===== src/rtl/centering_scheduler.sv =====
// rtl/centering_scheduler.sv - per-channel centering sequencer (clear, sum, divide, subtract/write-back)
// Optional divider watchdog and Err port: define CEN_TIMEOUT_EN.
module centering_scheduler #(
    parameter int SAMPLES  = 128,
    parameter int CHANNELS = 4,
    parameter int ADDR_W   = 7,
    parameter int CH_W     = 2
) (
    input  logic              CLK_sch,
    input  logic              RST_sch,
    input  logic              GO,
    input  logic              DIV_valid,
    output logic              Busy,
    output logic              Done,
`ifdef CEN_TIMEOUT_EN
    output logic              Err,
`endif
    output logic              Clr_SUM,
    output logic              En_SUM,
    output logic              En_DIV,
    output logic              En_SUB,
    output logic [CH_W-1:0]   Ch_sel,
    output logic [ADDR_W-1:0] Rd_addr,
    output logic [ADDR_W-1:0] Wr_addr,
    output logic              Wr_en
);

    localparam int CNT_W = ADDR_W + 2;
    localparam logic [CNT_W-1:0] SUM_LAST = CNT_W'(SAMPLES);
    localparam logic [CNT_W-1:0] SUB_LAST = CNT_W'(SAMPLES + 1);
    localparam logic [CH_W-1:0]  CH_LAST  = CH_W'(CHANNELS - 1);

    typedef enum logic [2:0] {
        S_IDLE, S_CLR, S_SUM, S_DIV, S_SUB, S_NEXT, S_DONE
    } state_t;

    state_t             state, state_nxt;
    logic [CNT_W-1:0]   cnt, cnt_nxt;
    logic [CH_W-1:0]    ch_nxt;
    logic               busy_d, done_d, clr_d, en_sum_d, en_div_d, en_sub_d;
    logic [ADDR_W-1:0]  rd_d;
    logic               wr_en_p;
    logic [ADDR_W-1:0]  wr_addr_p;
`ifdef CEN_TIMEOUT_EN
    logic [5:0]         wd, wd_nxt;
    logic               err_nxt;
`endif

    always_comb begin
        state_nxt = state;
        cnt_nxt   = cnt;
        ch_nxt    = Ch_sel;
`ifdef CEN_TIMEOUT_EN
        wd_nxt    = '0;
        err_nxt   = Err;
`endif
        case (state)
            S_IDLE: if (GO) begin
                state_nxt = S_CLR;
                ch_nxt    = '0;
`ifdef CEN_TIMEOUT_EN
                err_nxt   = 1'b0;
`endif
            end
            S_CLR: begin
                state_nxt = S_SUM;
                cnt_nxt   = '0;
            end
            S_SUM: begin
                if (cnt == SUM_LAST) begin
                    state_nxt = S_DIV;
                    cnt_nxt   = '0;
                end else begin
                    cnt_nxt = cnt + CNT_W'(1);
                end
            end
            S_DIV: begin
                if (DIV_valid) begin
                    state_nxt = S_SUB;
                    cnt_nxt   = '0;
                end
`ifdef CEN_TIMEOUT_EN
                else if (wd == 6'd63) begin
                    state_nxt = S_IDLE;
                    err_nxt   = 1'b1;
                end else begin
                    wd_nxt = wd + 6'd1;
                end
`endif
            end
            S_SUB: begin
                if (cnt == SUB_LAST) begin
                    state_nxt = S_NEXT;
                    cnt_nxt   = '0;
                end else begin
                    cnt_nxt = cnt + CNT_W'(1);
                end
            end
            S_NEXT: begin
                if (Ch_sel == CH_LAST) begin
                    state_nxt = S_DONE;
                end else begin
                    state_nxt = S_CLR;
                    ch_nxt    = Ch_sel + CH_W'(1);
                end
            end
            S_DONE:  state_nxt = S_IDLE;
            default: state_nxt = S_IDLE;
        endcase

        // Outputs are decoded from the next state so they register alongside it.
        busy_d   = (state_nxt != S_IDLE);
        done_d   = (state_nxt == S_DONE);
        clr_d    = (state_nxt == S_CLR);
        en_sum_d = (state_nxt == S_SUM) && (cnt_nxt != '0);
        en_div_d = (state_nxt == S_DIV) && (state != S_DIV);
        en_sub_d = (state_nxt == S_SUB) && (cnt_nxt < SUM_LAST);
        rd_d     = ((state_nxt == S_SUM) || (state_nxt == S_SUB)) ? cnt_nxt[ADDR_W-1:0] : '0;
    end

    always_ff @(posedge CLK_sch or posedge RST_sch) begin
        if (RST_sch) begin
            state     <= S_IDLE;
            cnt       <= '0;
            Ch_sel    <= '0;
            Busy      <= 1'b0;
            Done      <= 1'b0;
            Clr_SUM   <= 1'b0;
            En_SUM    <= 1'b0;
            En_DIV    <= 1'b0;
            En_SUB    <= 1'b0;
            Rd_addr   <= '0;
            wr_en_p   <= 1'b0;
            wr_addr_p <= '0;
            Wr_en     <= 1'b0;
            Wr_addr   <= '0;
`ifdef CEN_TIMEOUT_EN
            wd        <= '0;
            Err       <= 1'b0;
`endif
        end else begin
            state     <= state_nxt;
            cnt       <= cnt_nxt;
            Ch_sel    <= ch_nxt;
            Busy      <= busy_d;
            Done      <= done_d;
            Clr_SUM   <= clr_d;
            En_SUM    <= en_sum_d;
            En_DIV    <= en_div_d;
            En_SUB    <= en_sub_d;
            Rd_addr   <= rd_d;
            // Two-stage delay covers RAM read latency plus the registered subtractor.
            wr_en_p   <= En_SUB;
            wr_addr_p <= Rd_addr;
            Wr_en     <= wr_en_p;
            Wr_addr   <= wr_addr_p;
`ifdef CEN_TIMEOUT_EN
            wd        <= wd_nxt;
            Err       <= err_nxt;
`endif
        end
    end

endmodule

===== config.mk =====
export PLATFORM = sky130hd
export DESIGN_NAME = centering_scheduler
export DESIGN_NICKNAME = d
export VERILOG_FILES = /design/src/rtl/centering_scheduler.sv
export SDC_FILE = /design/constraint.sdc
export NUM_CORES = 1
export LEC_CHECK = 0
export BUFFER_PORTS_ARGS = -buffer_cell sky130_fd_sc_hd__buf_4
export CORE_MARGIN = 4
export CORE_UTILIZATION = 50
export CTS_CLUSTER_SIZE = 28
export DETAILED_ROUTE_END_ITERATION = 10
export GPL_TIMING_DRIVEN = 0
export PLACE_DENSITY = 0.72
export SLEW_MARGIN = 20
export SYNTH_ARGS = -nofsm -noshare
export SYNTH_HDL_FRONTEND = slang
export SYNTH_SLANG_ARGS = --single-unit

===== constraint.sdc =====
create_clock -name CLK_sch -period 1.6 [get_ports CLK_sch]
set_input_delay 0.16 -clock CLK_sch [delete_from_list [all_inputs] [get_ports CLK_sch]]
set_output_delay 0.16 -clock CLK_sch [all_outputs]
set_load 0.05 [all_outputs]

After elaboration in Yosys (flattened, before gate mapping):

Index checks and enable logic that the tools add are counted.

* register bits after elaboration: 43
* input port bits: 4
* output and inout port bits: 23
* word-level logic and storage cells: 56

* add/sub/neg operators: 2
* $lt $le $gt $ge: 1
* equal/unequal tests: 16
* multiplexer cells: 14
* reductions and logical operators: 9

Operators with widths (number)
* case mux 9 bit (4 select lines): 1
* two-way mux 9 bit: 3
* == test 9 x 8 -> 1 bit (second input constant): 2
* case mux 3 bit (6 select lines): 1
* two-way mux 3 bit: 5
* == test 3 x 2 -> 1 bit (second input constant): 4
* == test 3 bit (second input constant): 4
* adder 9 x 1 -> 9 bit (second input constant): 1
* less-than comparator 9 x 8 -> 1 bit (second input constant): 1
* nonzero test 9 bit: 1
* two-way mux 7 bit: 1
* == test 3 x 1 -> 1 bit (second input constant): 2
* two-way mux 2 bit: 2
* != test 2 bit (second input constant): 2
* case mux 2 bit (2 select lines): 1
* logical AND 1 bit: 3
* logical NOT 3 bit: 1
* != test 3 x 2 -> 1 bit (second input constant): 1
* AND reduction 3 bit: 1
* nonzero test 3 bit: 1
* adder 2 x 1 -> 2 bit (second input constant): 1
* == test 2 bit (second input constant): 1
* nonzero test 2 bit: 1
* logical OR 1 bit: 1

Logic depth before layout (Yosys ltp):

Gate-level depths: netlist of the first run.

* depth after elaboration: 6
* mapped depth: 8
* depth with buffers taken out: 8

Least setup slack after synthesis of the first run:

No wires, ideal clock.

* path type: reg2reg
* start point: register Ch_sel[1]
* end point: register Busy
* library setup time: 124 ps
* arrival time: 1732 ps
* data required time: 1476 ps
* slack: -257 ps
* cell stages (with the launch flop): 7
* buffers on the path: 0
* period minus slack after synthesis: 1857 ps
* path through: dfrtp_1 > ha_1 > nand3b_1 > a21oi_1 > a221oi_1 > nand2b_1 > or2_1

* word-level cells in the longest chain between the ends: 4

Ends and longest elaborated chain
* start: declaration: RTL line 22 `output logic [CH_W-1:0] Ch_sel,`
* start signal: assignment: RTL line 144 `Ch_sel <= ch_nxt;`
* == test 2 bit: RTL line 100 `if (Ch_sel == CH_LAST) begin`
* two-way mux 3 bit: RTL line 100
* case mux 3 bit (6 select lines): RTL line 57 `case (state)`
* nonzero test 3 bit: RTL line 112 `busy_d = (state_nxt != S_IDLE);`
* named net busy_d: RTL line 40 `logic busy_d, done_d, clr_d, en_sum_d, en_div_d, en_sub_d;`
* end signal: assignment: RTL line 145 `Busy <= busy_d;`
* end: declaration: RTL line 13 `output logic Busy,`

The timed path passes the listed nets, and every way through them passes these cells.
A chain may end at the register's enable or synchronous reset.

Final worst setup path of the first run:

* start point: register state[2]
* end point: register En_SUM

* word-level cells in the longest chain between the ends: 4
* elaborated cells on any way between the ends: 15
* classes of those cells: 6 x eq/ne; 6 x mux; 3 x reduce/logical

Ends and longest elaborated chain
* start: declaration: RTL line 37 `state_t state, state_nxt;`
* start signal: assignment: RTL line 142 `state <= state_nxt;`
* == test 3 bit, or another cell as far along: RTL line 57
* case mux 9 bit (4 select lines) or case mux 3 bit (6 select lines) (tied branches): RTL line 57
* nonzero test 9 bit or == test 3 x 2 -> 1 bit (tied branches): RTL line 115 `en_sum_d = (state_nxt == S_SUM) && (cnt_nxt != '0);`
* logical AND 1 bit *: RTL line 115
* named net en_sum_d: RTL line 40
* end signal: assignment: RTL line 148 `En_SUM <= en_sum_d;`
* end: declaration: RTL line 19 `output logic En_SUM,`

The timed path passes the listed nets; every way through them passes the cells marked *.

==> results of run 1 <==
-- through the flow --
step / cells / hold WS, ns / total power [mW] / setup TNS, ns
after floorplan: 168 / 0.3312 / 3.245 / -0.04988
after global placement: 240 / 0.3319 / 3.790 / -1.305
after detailed placement: 241 / 0.2027 / 3.849 / -1.583
after CTS: 256 / 0.2242 / 5.117 / -0.5111
after global routing: 259 / 0.2783 / 5.726 / -2.022
final: 259 / 0.2450 / 5.366 / -0.6900
-- sequential cells by signal, summed over array words and instances (netlist names) --
| signal | flops |
|---|---|
| En_SUB | 1 |
| Busy | 1 |
| Ch_sel | 2 |
| cnt | 9 |
| Clr_SUM | 1 |
| wr_addr_p | 7 |
| Done | 1 |
| En_DIV | 1 |
| wr_en_p | 1 |
| En_SUM | 1 |
| state | 3 |
| Rd_addr | 7 |
| Wr_addr | 7 |
| Wr_en | 1 |
-- cell usage in the layout, fill, tap and decap left out, types with 2 or more instances in the layout --
cell type,synthesis,final
dfrtp_2,0,8
nor2b_1,3,3
buf_6,0,4
nor2_1,9,6
clkbuf_8,0,6
o21bai_4,0,2
nand2b_1,3,3
nor3_1,3,2
a21o_1,5,5
and3_1,2,2
dfrtp_1,43,35
o22ai_1,2,2
a21oi_4,0,2
a21oi_1,10,4
a21oi_2,0,4
nand2_1,11,10
ha_4,0,2
and2_1,3,2
buf_2,7,2
nor3b_4,0,2
nand4_1,4,4
nand3_1,5,4
nand3b_1,3,3
o21ai_2,0,4
nor2_4,0,2
or3_1,4,3
buf_4,2,38
inv_1,11,8
o21ai_0,7,3
nand3_4,0,2
inv_2,1,4
-- what timing repair did --
item                                    in CTS  in global routing
endpoints found under the hold margin       19                  0
cloned                                       0                  0
resized for setup                           34                 17
setup buffers                                8                  3
pin swaps                                    8                  6
endpoints found under the setup margin      19                 19
hold buffers                                 1                  0
-- routing by layer --
metal | part of all wire, % | vias up | routed length, um | global-route usage (%)
met5 | 0 | - | 0 | 0
met4 | 2.1 | 0 | 83 | 6.813
met3 | 6.2 | 12 | 248 | 5.511
met2 | 49 | 54 | 1940 | 31.90
met1 | 43 | 679 | 1717 | 26.18
li1 | - | 680 | - | -
-- worst max-delay path by stage --
stage              from     end  cells past startpoint
6_report       state[2]  En_SUM                      6
5_1_grt          cnt[1]  En_SUB                      8
4_1_cts        state[2]  En_SUB                      6
3_5_place_dp     cnt[0]  En_SUM                      8
3_3_place_gp     cnt[0]  En_SUM                      5
2_1_floorplan    cnt[1]  En_SUM                      8
-- final cells by class --
type                       count  area (sq um)  area share, %
tap                           46         57.56          2.246
inverter                      12         45.04          1.758
clock inverter                 1         5.005         0.1953
timing repair buffer          39         326.6          12.74
sequential                    43          1086          42.38
buffer                         8         58.81          2.295
multi-input combinational    104         900.9          35.16
clock buffer                   6         82.58          3.223
-- critical path, cell delays in order (launching register included) --
cell and delay [ns]:
dfrtp_2 0.45, or3_1 0.41, buf_6 0.15, a31oi_1 0.18, o311ai_1 0.14, o21bai_4 0.17
a41oi_2 0.12
-- cell families after synthesis --
group	Yosys count	share of synthesized area (%)
simple gates	60	18.78
xor+xnor	1	0.4731
fa+ha+maj	4	2.703
buf+inv	21	5.135
compound gates	39	14.80
flops	43	58.11
-- power groups by stage --
stage / clock network [mW] / registers [mW] / logic (mW)
after global routing: 0.746 / 1.63 / 3.35
after floorplan: 0 / 2.01 / 1.23
after global placement: 0 / 1.56 / 2.23
after detailed placement: 0 / 1.56 / 2.29
after CTS: 0.680 / 1.57 / 2.87
final: 0.665 / 1.58 / 3.12
==> reports/qor.txt, run 1 <==
Final Max Slew Viols = 0
Die Footprint = 4741 sq um
Die X = 68.86 um
Post-Syn Area per Cell = 11.02 sq um
Internal = 3.002 mW
Peak Freq = 560.8 MHz
gp weighted congestion = 0.8114
grt ovf = 0
failing checks = setup timing
Final min period = 1.783 ns
Setup WS post-layout = -0.1832 ns
largest net degree at the start of global routing = 25
Post-synth EDFFs = 0
antenna diode count = 0
die height = 68.86 um
Worst Hold Launch = DIV_valid
Layout Nets = 221
Crit Path Class = register to register
Synth Register Bits = 43
Top FF cell, synth = dfrtp_1
final hold viol count = 0
first-pass GRT wire length = 6851 um
via count = 1425
sequential share of power = 29.5%
leakage power = 1.203 nW
Synth Instances = 168
crit end category = register
Yosys cell types = 46
Tcrit/Tclk final = 111.4%
cts bufs inserted = 5
sw frac = 44.05%
placed instance area = 2181 sq um
Slew @ Worst Pin = 0.4483 ns
post-DR wirelength/cell = 15.40 um
Tightest Hold Check Type = primary input to register
maximum buffer depth of the clock tree = 2
Clock Sinks = 43
reg2reg start = state[2]
status = finished, violations left
first-iteration detailed-routing DRC count = 67
count leader, synth = dfrtp_1
Filler cells = 243
syn_nets = 176
Hold Crit Depth = 4
PwrDens = 2094 nW/um^2
layout cell share with drive strength beyond 1 = 46.48%
clk_lat worst skew = 0.29 ns
net switching power = 2.363 mW
Post-DRT Antenna Nets = 0
top cells by area, synth = dfrtp_1, a21oi_1, ha_1
DP Worst Slack = -0.2733 ns
VDD IR max = 1275 uV
hold worst-path end = state[1]
Util after Layout = 74.45%
Core Region = 3442 sq um
post-synthesis cell area = 1852 sq um
Rel. slew slack = 70.07%
CTS tree = yes
Worst Skew = 0.003450 ns
drt via density = 5.502
Ports = 27
top post-synthesis cells by count = dfrtp_1, inv_1, nand2_1
Clock Power Share = 12.4%
sequential area share after synthesis = 58.11%
Starting Density = 53.80%
area grow syn2layout = 38.38%
Yosys top cell area share = 58.11%
post-synthesis async set-or-reset flop share = 100.0%
RSZ-0062 raised after global routing = yes
vias in the first global route = 1409
Port Buffers = 26
critical path data required time = 1.75 ns
Worst setup SP type = register
reg2reg path depth = 6
GRT Util Overall = 19.97%
combinational power share = 58.1%
final wirelength = 3989 um
placed wire-length estimate = 2686 um
drt drc = 0
1st-pass router iterations = 6
CP max FO = 5
CP arrival = 1.93 ns
H-tree levels = 2
row cnt = 21
initial antenna violation count = 0
root buffer cell = clkbuf_8
reg-to-reg endpoint = En_SUM
Max-cap violations = 0
Yosys warning total = 0
endpoints failing setup = 8
r2r setup slk = -0.18 ns
area leader, netlist = dfrtp_1
fin area = 2562 sq um
clock transition at the registers of the reported paths = 0.07 ns
No activity file was read; power rests on OpenSTA's default activity.
==> run 2, diff against run 1 <==
- ABC_AREA: default -> 1
- GPL_TIMING_DRIVEN: 0 -> 1
==> reports/qor.txt, run 2 <==
post-synthesis cell area = 1886 sq um (+1.8%)
Tightest Hold Check Type = primary input to async pin
Synth Area in Compound Gates = 3.384% (-11 points)
Filler cells = 266 (+9.5%)
Final Max Slew Viols = 0 (unchanged)
Util after Layout = 73.62% (-0.83 points)
Max-cap violations = 0 (unchanged)
via count = 1618 (+14%)
Setup WS post-layout = -0.1984 ns (-0.01523 ns)
final hold viol count = 0 (unchanged)
Largest register FFs = 9 (unchanged)
Ports = 27 (unchanged)
crit end category = register
top cells by area, synth = dfrtp_1, nand2_1, nand3_1
antenna diode count = 0 (unchanged)
mux cell area share after synthesis = 0% (unchanged)
VDD IR max = 1106 uV (-13%)
root buffer cell = clkbuf_8
hold buffers post-CTS = 0 (-1)
Core Region = 3661 sq um (+6.4%)
maximum buffer depth of the clock tree = 2 (unchanged)
post-synthesis async set-or-reset flop share = 100.0% (unchanged)
Largest Register = cnt
first-iteration detailed-routing DRC count = 62 (-7.5%)
vias in the first global route = 1515 (+7.5%)
leakage power = 1.458 nW (+21%)
Tcrit/Tclk final = 112.4% (+0.95 points)
area grow syn2layout = 42.93%
Top FF cell, synth = dfrtp_1
fin area = 2695 sq um (+5.2%)
Buf/Inv on CP = 1 (unchanged)
CP arrival = 1.97 ns (+0.04 ns)
clock transition at the registers of the reported paths = 0.08 ns (about the same)
area leader, netlist = dfrtp_1
initial antenna violation count = 0 (unchanged)
grt ovf = 0 (unchanged)
family with the most delay on the worst path = simple AND/OR/NAND/NOR gates
largest net degree at the start of global routing = 44 (+76%)
Synth Instances = 207 (+23%)
Die Footprint = 4818 sq um (+1.6%)
die height = 69.41 um (+0.81%)
row cnt = 22 (+4.8%)
Placed Cells = 309 (+28%)
Clock Sinks = 43 (unchanged)
Slew @ Worst Pin = 0.5185 ns (+0.07022 ns)
Yosys warning total = 0 (unchanged)
drt drc = 0 (unchanged)
XOR/XNOR Fraction of Synth Area = 0% (-0.47 points)
final wirelength = 4477 um (+12%)
Post-synth EDFFs = 0 (unchanged)
PwrDens = 1707 nW/um^2 (-18%)
placed instance area = 2351 sq um (+7.8%)
post-synthesis simple-gate area fraction = 30.13% (+11 points)
drt via density = 4.903 (-11%)
Yosys top cell area share = 57.07% (-1.0 points)
Worst Skew = 0.008213 ns (+0.004763 ns)
endpoints failing setup = 4 (-4)
largest family of logic cells by synthesized area = simple AND/OR/NAND/NOR gates
total power = 4.601 mW (-14%)
Synth Register Bits = 43 (unchanged)
Most Frequent Cell on Critical Path = nand2_2
hold slack = 0.004026 ns (-0.2410 ns)
slowest CP cell = dfrtp_2
Worst setup SP type = register
Peak Freq = 556.0 MHz (-0.85%)
Post-Synth Adder-Cell Area = 2.654% (-0.048 points)
placed wire-length estimate = 3004 um (+12%)
Worst path max stage delay = 0.46 ns (about the same)
count leader, synth = nand2_1
Die X = 69.41 um (+0.81%)
Port Buffers = 26 (unchanged)
status = finished, violations left
Rel. slew slack = 65.43% (-4.6 points)
clk_lat worst skew = 0.29 ns (about the same)
gp weighted congestion = 0.9450 (+16%)
commonest cells after routing, fill and taps aside = buf_4, dfrtp_1, nand2_1
CTS tree = yes
Layout Nets = 289 (+31%)
RSZ-0062 raised after global routing = yes
Crit Path Class = register to register
most common cell after layout, fill and taps aside = buf_4
Final min period = 1.798 ns (+0.01523 ns)
Non-Filler Instances = 330 (+27%)
Yosys cell types = 23 (-50%)
Post-Syn Area per Cell = 9.109 sq um (-17%)
Post-DRT Antenna Nets = 0 (unchanged)
CP max FO = 5 (unchanged)
critical path data required time = 1.78 ns (+0.03 ns)
Starting Density = 51.50% (-2.3 points)
layout cell share with drive strength beyond 1 = 47.52% (+1.0 points)
top post-synthesis cells by count = nand2_1, dfrtp_1, inv_1
sequential area share after synthesis = 57.07% (-1.0 points)
failing checks = setup timing
syn_nets = 215 (+22%)
cells along the critical path = inv_4, ha_4, nand2_2, nor2_2, nand2_2, nand2_4, nand2_8, nand2_4, nand2_2, nor2_2, nand3_1, nor2_1, nor2_1
1st-pass router iterations = 4 (-2)
GRT Util Overall = 18.93% (-1.0 points)
cts bufs inserted = 5 (unchanged)
post-DR wirelength/cell = 13.57 um (-12%)
first-pass GRT wire length = 7176 um (+4.7%)
H-tree levels = 2 (unchanged)
run 2: per-stage QoR:
| stage | worst slack [ns] | TNS (ns) |
|---|---|---|
| 5_1_grt | -0.2855 | -1.225 |
| 4_1_cts | -0.1168 | -0.1923 |
| 3_5_place_dp | -0.1783 | -0.1930 |
| 3_3_place_gp | -0.1021 | -0.1021 |
| 2_1_floorplan | 0.04190 | 0 |
| 6_report | -0.1984 | -0.4856 |
run 2: area by class of cell:
| cell class | count | area [sq um] | share of cell area (%) |
|---|---|---|---|
| multi-input combinational | 131 | 839.6 | 31.15 |
| timing repair buffer | 66 | 499.2 | 18.52 |
| tap | 48 | 60.06 | 2.228 |
| sequential | 43 | 1079 | 40.02 |
| clock inverter | 2 | 12.51 | 0.4643 |
| clock buffer | 6 | 72.57 | 2.693 |
| inverter | 34 | 132.6 | 4.921 |
run 2: cell families after synthesis:
logic type / count (synthesis)
adders and majority gates: 4
AOI/OAI and AO/OA: 11
and+or+nand+nor: 115
DFF: 43
buffers and inverters: 34
run 2: worst paths after layout:
path                         startpoint          to  slack, ns  cells after the start
min in group CLK_sch          DIV_valid    state[2]       0.22                      3
setup reg to reg                 cnt[1]      En_SUM      -0.20                     13
hold / removal                  RST_sch  Rd_addr[5]      0.004                      3
setup / recovery                 cnt[1]      En_SUM      -0.20                     13
hold reg to reg            wr_addr_p[2]  Wr_addr[2]       0.35                      0
max in group asynchronous       RST_sch      cnt[1]       1.21                      3
run 2: timing repair:
action | 4_1_cts | 5_1_grt
buffers inserted | 6 | 6
gates cloned | 1 | 0
setup endpoints to repair | 3 | 9
pin swaps | 12 | 16
hold endpoints to repair | 0 | 0
resized for setup | 15 | 34
run 2: power by group:
group	switching, mW	internal [mW]	leakage (nW)
combinational	1.48	1.00	0.836
sequential	0.163	1.31	0.581
clock	0.348	0.305	0.0412
total	1.99	2.61	1.46
run 2: routing by layer:
metal | share of wire [%] | track usage [%] | wire, um | vias up
li1 | - | - | - | 797
met3 | 4.7 | 5.217 | 211 | 16
met2 | 48 | 31.46 | 2154 | 41
met5 | 0 | 0 | 0 | -
met1 | 44 | 24.17 | 1987 | 764
met4 | 2.7 | 5.423 | 123 | 0
run 2: worst reg2reg max path, stage by stage (launching register included):
cell	delay (ns)
dfrtp_2	0.46
inv_4	0.09
ha_4	0.14
nand2_2	0.06
nor2_2	0.15
nand2_2	0.10
nand2_4	0.11
nand2_8	0.08
nand2_4	0.07
nand2_2	0.06
nor2_2	0.09
nand3_1	0.09
nor2_1	0.13
nor2_1	0.06
==> run 3, diff against run 2 <==
- GPL_TIMING_DRIVEN: 1 -> 0
- TNS_END_PERCENT: default -> 1
==> reports/qor.txt, run 3 (synthesized netlist as in run 2, its figures left out) <==
Die Footprint = 4818 sq um (unchanged)
Hold Crit Depth = 3
first-iteration detailed-routing DRC count = 126 (+100%)
CP arrival = 1.90 ns (-0.07 ns)
failing checks = setup timing
Final Max Slew Viols = 0 (unchanged)
Largest Register = cnt
antenna diode count = 0 (unchanged)
row cnt = 22 (unchanged)
final hold viol count = 0 (unchanged)
status = finished, violations left
global route hottest layer = met2
VDD IR max = 748.5 uV (-32%)
Layout Nets = 262 (-9.3%)
most common cell after layout, fill and taps aside = dfrtp_1
sequential share of power = 35.1% (+3.2 points)
multi-input gate area in the final layout = 802.0 sq um (-4.5%)
commonest cells after routing, fill and taps aside = dfrtp_1, nand2_1, buf_4
Util after Layout = 67.57% (-6.0 points)
vias in the first global route = 1418 (-6.4%)
CTS tree = yes
Worst setup SP type = register
endpoints failing setup = 4 (unchanged)
reg2reg path depth = 13 (unchanged)
Crit Path Class = register to register
DP Worst Slack = -0.2015 ns (-0.02315 ns)
hold slack = 0.2064 ns (+0.2024 ns)
area grow syn2layout = 31.19%
die height = 69.41 um (unchanged)
Worst Hold Launch = GO
H-tree levels = 2 (unchanged)
largest net degree at the start of global routing = 31 (-30%)
Tightest Hold Check Type = primary input to register
Peak Freq = 579.6 MHz (+4.2%)
Ports = 27 (unchanged)
gp weighted congestion = 0.8351 (-12%)
1st-pass router iterations = 4 (unchanged)
post-DR wirelength/cell = 12.85 um (-5.3%)
maximum buffer depth of the clock tree = 2 (unchanged)
Setup WS post-layout = -0.1252 ns (+0.07323 ns)
Clock Sinks = 43 (unchanged)
Slew @ Worst Pin = 0.3291 ns (-0.1894 ns)
via count = 1475 (-8.8%)
Final min period = 1.725 ns (-0.07323 ns)
RSZ-0062 raised after global routing = yes
GR Layer Usage met2 = 24.58% (-6.9 points)
met1 usage = 21.42% (-2.8 points)
r2r setup slk = -0.13 ns (+0.07 ns)
reg-to-reg endpoint = En_SUM
drt drc = 0 (unchanged)
Worst Skew = 0.008168 ns (-0.00004540 ns)
PwrDens = 1702 nW/um^2 (-0.29%)
critical path data required time = 1.78 ns (about the same)
first-pass GRT wire length = 6134 um (-15%)
Internal = 2.355 mW (-9.9%)
sw frac = 44.07% (+0.90 points)
clock transition at the registers of the reported paths = 0.07 ns (about the same)
layout cell share with drive strength beyond 1 = 40.78% (-6.7 points)
GRT Util Overall = 15.56% (-3.4 points)
Core Region = 3661 sq um (unchanged)
grt ovf = 0 (unchanged)
leakage power = 1.332 nW (-8.6%)
Die X = 69.41 um (unchanged)
Port Buffers = 26 (unchanged)
Post-DRT Antenna Nets = 0 (unchanged)
placed wire-length estimate = 2721 um (-9.4%)
crit end category = register
final wirelength = 3894 um (-13%)
met3 usage in global routing = 4.638% (-0.58 points)
combinational power share = 49.5% (-4.4 points)
TNS Setup = -0.2371 ns (+0.2485 ns)
CP max FO = 7 (+2)
Filler cells = 304 (+14%)
net switching power = 1.856 mW (-6.6%)
initial antenna violation count = 0 (unchanged)
root buffer cell = clkbuf_8
Max-cap violations = 0 (unchanged)
reg2reg start = cnt[1]
hold worst-path end = Clr_SUM
drt via density = 4.868 (-0.71%)
clk_lat worst skew = 0.29 ns (about the same)
Starting Density = 51.50% (unchanged)
storage element area = 1080 sq um (+0.12%)
Largest register FFs = 9 (unchanged)
Rel. slew slack = 78.03% (+13 points)
Clock Power Share = 15.4% (+1.2 points)
Tcrit/Tclk final = 107.8% (-4.6 points)
cts bufs inserted = 5 (unchanged)
==> run 3: cell types whose count changed in the layout (fill, tap and decap cells not counted), moves of 2 or more <==
cell	before	now
inv_2	9	12
nor2_2	10	8
inv_4	2	0
buf_4	65	37
nand2_1	35	37
nand2_2	17	15
==> run 3: metrics by stage <==
step	instances	power [mW]	cell area, sq um
2_1_floorplan	207	2.625	1886
3_3_place_gp	281	3.023	2141
3_5_place_dp	282	3.061	2161
4_1_cts	298	3.887	2345
5_1_grt	303	4.480	2474
6_report	303	4.211	2474
==> run 3: area by class of cell <==
type | instances | area share (%)
clock buffers | 6 | 2.934
clock inverters | 2 | 0.5058
inverters | 34 | 5.159
multi-input cells | 130 | 32.42
flip-flops and latches | 43 | 43.65
well taps | 48 | 2.428
repair buffers | 40 | 12.90
==> run 3: how the worst max path moves through the flow <==
stage / start / to / slack (ns) / cells past startpoint
after floorplan: Ch_sel[0] / Rd_addr[5] / 0.04 / 8
after global placement: cnt[0] / En_SUM / -0.23 / 13
after detailed placement: cnt[0] / En_SUM / -0.20 / 13
after CTS: cnt[0] / En_SUM / -0.11 / 13
after global routing: cnt[1] / En_SUM / -0.23 / 14
final: cnt[1] / En_SUM / -0.13 / 13
==> run 3: per-layer routing <==
metal | wire length [um] | share of wire [%]
met1 | 1816 | 47
met2 | 1769 | 45
met4 | 63 | 1.6
met3 | 244 | 6.3
met5 | 0 | 0
==> run 3: power by group through the flow <==
stage	Clock [mW]	Combinational [mW]	Sequential [mW]
after floorplan	0	0.798	1.83
after global placement	0	1.55	1.47
after detailed placement	0	1.57	1.49
after CTS	0.684	1.73	1.47
after global routing	0.730	2.24	1.51
final	0.648	2.09	1.48
==> run 3: what timing repair did <==
action                                  in CTS  in global routing
hold buffers                                 1                  0
hold endpoints to repair                    13                  0
gates resized for setup                     13                 28
setup buffers                                7                  5
cloned                                       0                  0
pin swaps                                   12                 18
endpoints found under the setup margin       3                  6
==> run 3: worst max-delay path: stages (launching register included) <==
cell and delay (ns):
dfrtp_1 0.42, inv_2 0.12, ha_4 0.14, nand2_2 0.05, nor2_2 0.13, nand2_1 0.07
nand2_2 0.07, nand2_4 0.10, nand2_4 0.10, nand2_4 0.05, nor2_2 0.12, nand3_2 0.09
nor2_2 0.10, nor2_1 0.05
